## src/rtl/enc4to2_capture.sv

```systemverilog
// Captures falling edges on four one-cold active-low request lines and serves
// the highest-priority pending request as a 2-bit code under valid/ack.
module enc4to2_capture #(
  parameter bit LOW_FIRST = 1'b1
) (
  input  logic       clk,
  input  logic       rst_n,
  input  logic       en,
  input  logic [0:3] req_n,
  input  logic       ack,
  output logic       valid,
  output logic       a,
  output logic       b,
  output logic [0:3] pending,
  output logic       ovf,
  input  logic       ovf_clr
);

  localparam logic [0:0] IDLE    = 1'b0;
  localparam logic [0:0] PRESENT = 1'b1;

  logic [0:0] r_state;
  logic       r_valid;
  logic       r_a;
  logic       r_b;
  logic [0:3] r_reqQ;
  logic [0:3] r_pending;
  logic       r_ovf;

  logic [0:3] w_new;
  logic [0:3] w_clr;
  logic       w_hs;
  logic       w_ovfSet;
  logic [1:0] w_selIdx;

  assign w_new    = {4{en}} & r_reqQ & ~req_n;
  assign w_hs     = (r_state == PRESENT) && ack;
  assign w_ovfSet = |(w_new & r_pending & ~w_clr);

  always_comb begin
    for (int i = 0; i < 4; i++) begin
      w_clr[i] = w_hs && ({r_a, r_b} == 2'(i));
    end
  end

  // Later loop iterations override earlier ones, so the last set bit visited wins.
  always_comb begin
    w_selIdx = 2'd0;
    if (LOW_FIRST) begin
      for (int i = 3; i >= 0; i--) begin
        if (r_pending[i]) w_selIdx = 2'(i);
      end
    end else begin
      for (int i = 0; i < 4; i++) begin
        if (r_pending[i]) w_selIdx = 2'(i);
      end
    end
  end

  always_ff @(posedge clk or negedge rst_n) begin
    if (!rst_n) begin
      r_reqQ    <= 4'b0000;
      r_pending <= 4'b0000;
      r_ovf     <= 1'b0;
    end else begin
      r_reqQ <= req_n;
      for (int i = 0; i < 4; i++) begin
        if (w_new[i])      r_pending[i] <= 1'b1;
        else if (w_clr[i]) r_pending[i] <= 1'b0;
      end
      if (w_ovfSet)     r_ovf <= 1'b1;
      else if (ovf_clr) r_ovf <= 1'b0;
    end
  end

  // The code is frozen while presenting, so a late higher-priority request waits.
  always_ff @(posedge clk or negedge rst_n) begin
    if (!rst_n) begin
      r_state <= IDLE;
      r_valid <= 1'b0;
      r_a     <= 1'b0;
      r_b     <= 1'b0;
    end else begin
      case (r_state)
        IDLE: begin
          if (|r_pending) begin
            {r_a, r_b} <= w_selIdx;
            r_valid    <= 1'b1;
            r_state    <= PRESENT;
          end
        end
        PRESENT: begin
          if (ack) begin
            r_valid <= 1'b0;
            r_state <= IDLE;
          end
        end
        default: begin
          r_valid <= 1'b0;
          r_state <= IDLE;
        end
      endcase
    end
  end

  assign valid   = r_valid;
  assign a       = r_a;
  assign b       = r_b;
  assign pending = r_pending;
  assign ovf     = r_ovf;

endmodule

```

## config.mk

```make
export PLATFORM = sky130hd
export DESIGN_NAME = enc4to2_capture
export DESIGN_NICKNAME = d
export VERILOG_FILES = /design/src/rtl/enc4to2_capture.sv
export SDC_FILE = /design/constraint.sdc
export NUM_CORES = 1
export LEC_CHECK = 0
export CAP_MARGIN = 20
export CORE_ASPECT_RATIO = 0.8
export CORE_MARGIN = 2
export CORE_UTILIZATION = 25
export CTS_CLUSTER_DIAMETER = 80
export CTS_CLUSTER_SIZE = 20
export DETAILED_ROUTE_END_ITERATION = 10
export PLACE_DENSITY = 0.47
export SETUP_SLACK_MARGIN = 0.5
export SLEW_MARGIN = 10
export SYNTH_ARGS = -nofsm -noshare
export SYNTH_HDL_FRONTEND = slang
export SYNTH_SLANG_ARGS = --single-unit
```

## constraint.sdc

```tcl
create_clock -name clk -period 1.3 [get_ports clk]
set_clock_uncertainty 0.05 [all_clocks]
set_input_delay 0.26 -clock clk [delete_from_list [all_inputs] [get_ports clk]]
set_output_delay 0.26 -clock clk [all_outputs]
set_load 0.03 [all_outputs]
```

==> metrics, run 1 <==
most used cells in the layout excluding fill and tap cells=buf_6, buf_4, dfrtp_1, dfrtp_2, clkdlybuf4s50_1; RSZ-0062 raised after global routing=yes; worst r2r path cells=3; relative slew slack=85.3%; startpoint types=flip-flop; Synth top area share=58.4%; Max-cap violations=0; fin worst setup slack=31.7 ps; Cell Chain, Critical Path=or4_4 > nor2_1 > a21oi_1; count of input and output buffers=16; DR pass1 iterations=4; row count=15; Die ar.=2620 um2; initial antenna violation count=0; CP max stage delay=550 ps; ANT cells=0; Inst Count DP=100; routed wire length=1530 um; via/cell ratio=4.58; CP max FO=2; YS warnings=0; Setup violations, final=0; CTS clock-pin slew for the worst setup and hold paths=80 ps; Worst Path Required=1420 ps; H-tree levels=1; DP Worst Slack=-248 ps; vias=527; RD Place Congestion=0.776; Avg Synthesized Cell Area=11.4 um2; IO Pins=17; Tot Pwr=0.00213 W; Area Overhead vs Synth=82.7%; slowest CP cell=or4_4; status=completed; GRT overflow=0; post-layout instance area=1020 um2; ratio of cells with drive above 1 in the final layout=54.4%; maximum buffer depth of the clock tree=2; Synth area leader=dfrtp_1; vias in the first global route=506; Lkg Pwr=0.463 nW; Seq/Total Area, Yosys=58.4%; Cell Pwr Density=2090 nW/um2; Inserted Clock Buffers=3; Synth cell types=21; CTS tree=built; root buffer cell=clkbuf_4; post-layout minimum cycle time=1270 ps; Detail Placement HPWL=1010 um; Final Hold Viols=0; antenna-violating nets left=0; initial DRC count=14; clk sinks=13; Horiz. Die Dim=56.8 um; Final Non-Filler Cells=115; most common cell after layout, fill and taps aside=buf_6; Crit. End Element=flip-flop; worst hold path type=input pin to async pin; WS Path Type=flip-flop to flip-flop; total track usage=12.4%; Initial Util=26.0%; WP data arrival=1390 ps; final net count=100; Area contributors post-synth=dfrtp_1, nand4_1, nor2_1, a22o_1, nand4b_1; Max VDD drop=0.901 mV; CTS Hold Bufs=0; Cells after Synth=49; flops & latches, synth=13; FMAX=788 MHz; fin crit share=97.6%; Placed Area=807 um2; Synth Cell Area=557 um2; DRC viols=0; Die Height=46.2 um; clock latency at the later pin of the worst-skew pair=280 ps; Final Max Slew Viols=0; first-pass GRT wire length=2370 um; Synth Net Count=58; measured slew at the worst slew-check pin=220 ps; largest net degree at the start of global routing=14; Wirelength per Cell=13.3 um; CORE AREA=2140 um2
[layer usage]
| metal | share of wire, % | vias up | global-route usage (%) |
|---|---|---|---|
| li1 | - | 260 | - |
| met1 | 45 | 252 | 15.8 |
| met2 | 49 | 12 | 19.3 |
| met3 | 5.8 | 3 | 6.18 |
| met4 | 0.65 | 0 | 2.79 |
| met5 | 0 | - | 0 |
[per-stage QoR]
stage                     TNS [ps]  utilization [%]  hold slack, ps
after global placement        -648             37.7             466
final                            0             47.5             229
after CTS                        0             44.7             230
after global routing         -8.84             47.5             226
after floorplan              -56.8                -           -85.6
after detailed placement      -717             37.7             454
[layout make-up]
class | count | area (um2)
Clock buffer | 3 | 22.5
Clock inverter | 1 | 5.00
Fill cell | 207 | 1120
Inverter | 4 | 15.0
Multi-Input combinational cell | 31 | 244
Sequential cell | 13 | 333
Tap cell | 25 | 31.3
Timing Repair Buffer | 38 | 367
[logic make-up after synthesis]
kind of cell / synth area share, %
AOI/OAI and AO/OA: 12.6
muxes: 1.80
and+or+nand+nor: 22.5
DFF: 58.4
buffers and inverters: 4.72
[path summary, 6_finish.rpt]
path,endpoint,startpoint,slack (ps)
min in group clk,r_state$_DFF_PN0_,ack,330
max in group asynchronous,b$_DFFE_PN0P_,rst_n,800
setup / recovery,valid$_DFFE_PN0P_,pending[0]$_DFFE_PN0P_,30
setup reg to reg,valid$_DFFE_PN0P_,pending[0]$_DFFE_PN0P_,30
hold reg to reg,ovf$_DFFE_PN0P_,ovf$_DFFE_PN0P_,490
hold / removal,r_state$_DFF_PN0_,rst_n,230
[power breakdown]
| group | switching (W) | internal [W] | total [W] |
|---|---|---|---|
| Sequential | 0.000133 | 0.000536 | 0.000669 |
| Combinational | 0.000538 | 0.000669 | 0.00121 |
| Clock | 0.000139 | 0.000114 | 0.000253 |
[registers in the layout (all words and copies together), names as in the netlist]
| register | count |
|---|---|
| pending | 4 |
| r_reqQ | 4 |
| a | 1 |
| b | 1 |
| ovf | 1 |
| r_state | 1 |
| valid | 1 |
[Yosys cell counts]
library cell / instances
dfrtp_1: 13
nor2_1: 5
inv_1: 4
nand4_1: 4
a21oi_1: 3
a22o_1: 2
nand2_1: 2
nand4b_1: 2
nor2b_1: 2
a21o_1: 1
a32oi_1: 1
and3b_1: 1
buf_6: 1
mux2i_1: 1
nand2b_1: 1
nand4bb_1: 1
o21ai_0: 1
o22a_2: 1
o22ai_1: 1
or4_1: 1
or4b_1: 1
[repair_timing]
action,in CTS,in global routing
cloned,0,0
buffers inserted,9,2
pin swaps,3,2
resized for setup,17,10
setup endpoints to repair,17,17
[critical path, delay by kind of cell (launching register included)]
family | cells | cell delay (ps)
compound gates | 1 | 50
simple gates | 2 | 650
flops | 1 | 420
Note: power is estimated with default switching activity, not from simulation.
==> inputs of run 2 (changes only) <==
--- a/config.mk
+++ b/config.mk
@@ -13,6 +13,7 @@
 export CTS_CLUSTER_SIZE = 20
 export DETAILED_ROUTE_END_ITERATION = 10
 export PLACE_DENSITY = 0.47
+export REMOVE_ABC_BUFFERS = 1
 export SETUP_SLACK_MARGIN = 0.5
 export SLEW_MARGIN = 10
 export SYNTH_ARGS = -nofsm -noshare
==> run 2 against run 1 <==
  * First-iteration DRC count is 57% lower
  * Critical path depth is 1 lower
  * Fmax is 0.70% higher
  * Critical path type is now flip-flop to primary output
  * Critical endpoint is now a
  * Largest cell class unchanged
==> metrics, run 2 (synthesis results as in run 1) <==
WP data arrival=950 ps (-440 ps); Lkg Pwr=0.461 nW (-0.44%); Max VDD drop=1.22 mV (+35%); CTS tree=built; CTS clock-pin slew for the worst setup and hold paths=80 ps (about the same); CP max FO=3 (+1); DR pass1 iterations=4 (unchanged); Horiz. Die Dim=56.8 um (unchanged); antenna-violating nets left=0 (unchanged); most used cells in the layout excluding fill and tap cells=buf_6, dfrtp_1, buf_4, clkdlybuf4s50_1; RD Place Congestion=0.742 (-4.5%); vias=529 (+0.38%); startpoint types=flip-flop; Crit. End Element=primary output; root buffer cell=clkbuf_4; TNS Setup=0 ps (unchanged); Die Height=46.2 um (unchanged); Detail Placement HPWL=1040 um (+3.8%); worst hold stages=1; first-pass GRT wire length=2360 um (-0.30%); Die ar.=2620 um2 (unchanged); initial antenna violation count=0 (unchanged); measured slew at the worst slew-check pin=177 ps (-43.1 ps); count of input and output buffers=16 (unchanged); row count=15 (unchanged); initial DRC count=6 (-8); fin crit share=96.9% (-0.68 points); total track usage=12.6% (+0.20 points); utilization of the core after routing=46.3% (-1.3 points); Initial Util=26.0% (unchanged); Max-cap violations=0 (unchanged); H-tree levels=1 (unchanged); Inserted Clock Buffers=3 (unchanged); Setup violations, final=0 (unchanged); GRT overflow=0 (unchanged); maximum buffer depth of the clock tree=2 (unchanged); Tot Pwr=0.00214 W (+0.35%); Inst Count DP=100 (unchanged); clock latency at the later pin of the worst-skew pair=280 ps (about the same); worst reg2reg startpoint=a$_DFFE_PN0P_; worst r2r path cells=4 (+1); HP Start=req_n[1]; Area Overhead vs Synth=77.8%; Worst R2R Setup Slack=50 ps (+20 ps); RSZ-0062 raised after global routing=yes; Worst Hold End=r_reqQ[1]$_DFF_PN0_; post-layout minimum cycle time=1260 ps (-8.83 ps); vias in the first global route=525 (+3.8%); most common cell after layout, fill and taps aside=buf_6; Final Hold Viols=0 (unchanged); Worst Path Required=990 ps (-430 ps); relative slew slack=88.2% (+2.9 points); Final Non-Filler Cells=113 (-1.7%); worst hold path type=input pin to flip-flop; final net count=98 (-2.0%); ANT cells=0 (unchanged); FMAX=794 MHz (+0.70%); Wirelength per Cell=13.3 um (about the same); DRC viols=0 (unchanged); Final Max Slew Viols=0 (unchanged); via/cell ratio=4.68 (+2.2%); R2R Path End=ovf$_DFFE_PN0P_; clk sinks=13 (unchanged); IO Pins=17 (unchanged); WS Path Type=flip-flop to primary output; status=completed; ratio of cells with drive above 1 in the final layout=42.0% (-12 points); Cell Pwr Density=2160 nW/um2 (+3.1%); routed wire length=1500 um (-1.7%); CORE AREA=2140 um2 (unchanged); CTS Hold Bufs=0 (unchanged); largest net degree at the start of global routing=14 (unchanged)
==> run 2: cell types whose count changed in the layout (fill, tap and decap cells not counted) <==
| cell | previous run | this run |
|---|---|---|
| buf_4 | 13 | 11 |
| nor2_1 | 3 | 4 |
| inv_2 | 2 | 0 |
| dfrtp_2 | 6 | 1 |
| clkbuf_1 | 0 | 1 |
| nor2_2 | 1 | 0 |
| nand2_2 | 1 | 0 |
| dfrtp_1 | 7 | 12 |
| inv_1 | 2 | 4 |
| nand2_1 | 1 | 2 |
| clkinv_2 | 1 | 0 |
==> run 2: worst max path at each step <==
| stage | end | cells past startpoint | slack (ps) | start |
|---|---|---|---|---|
| floorplan | valid$_DFFE_PN0P_ | 3 | -90 | pending[0]$_DFFE_PN0P_ |
| global placement | ovf$_DFFE_PN0P_ | 4 | -200 | ack |
| detailed placement | ovf$_DFFE_PN0P_ | 4 | -220 | en |
| CTS | pending[1] | 2 | 40 | pending[1]$_DFFE_PN0P_ |
| global route | a | 2 | -10 | a$_DFFE_PN0P_ |
| finish | a | 2 | 40 | a$_DFFE_PN0P_ |
==> run 2: layout make-up <==
| cell class | instances | area (um2) |
|---|---|---|
| clock buffer | 4 | 26.3 |
| fill | 204 | 1150 |
| inverter | 4 | 15.0 |
| multi-input combinational | 31 | 239 |
| sequential | 13 | 327 |
| tap | 25 | 31.3 |
| timing repair buffer | 36 | 352 |
==> run 2: repair_timing <==
action / in CTS / in global routing
setup endpoints to repair: 17 / 17
buffers inserted: 7 / 2
pin swaps: 9 / 3
resized for setup: 21 / 5
==> run 2: report_power, final <==
group / switching, W / internal, W / leakage [nW]
sequential: 0.0000990 / 0.000522 / 0.148
clock: 0.000130 / 0.000119 / 0.0150
combinational: 0.000564 / 0.000703 / 0.298
total: 0.000793 / 0.00134 / 0.461
==> run 2: through the flow <==
step,instance area [um2],worst slack [ps],hold WS [ps]
2_1_floorplan,546,-91.7,-85.6
3_3_place_gp,800,-205,433
3_5_place_dp,800,-218,441
4_1_cts,942,40.0,162
5_1_grt,990,-13.4,151
6_report,990,40.5,170
==> run 2: worst max-delay path, stage by stage, from the launching register on <==
cell and delay [ps]:
dfrtp_1 390, buf_4 150, buf_6 130
==> run 2: metal layers <==
metal	GRT usage (%)	up-vias	share of wire, %
li1	-	258	-
met1	15.7	252	46
met2	20.0	19	46
met3	6.46	0	7.9
met4	2.79	0	0
met5	0	-	0
==> inputs of run 3 (changes only) <==
--- a/config.mk
+++ b/config.mk
@@ -12,6 +12,7 @@
 export CTS_CLUSTER_DIAMETER = 80
 export CTS_CLUSTER_SIZE = 20
 export DETAILED_ROUTE_END_ITERATION = 10
+export HOLD_SLACK_MARGIN = 0.1
 export PLACE_DENSITY = 0.47
 export REMOVE_ABC_BUFFERS = 1
 export SETUP_SLACK_MARGIN = 0.5
==> results of run 3 <==
Final layout, timing and power as in run 2 (identical DEF).
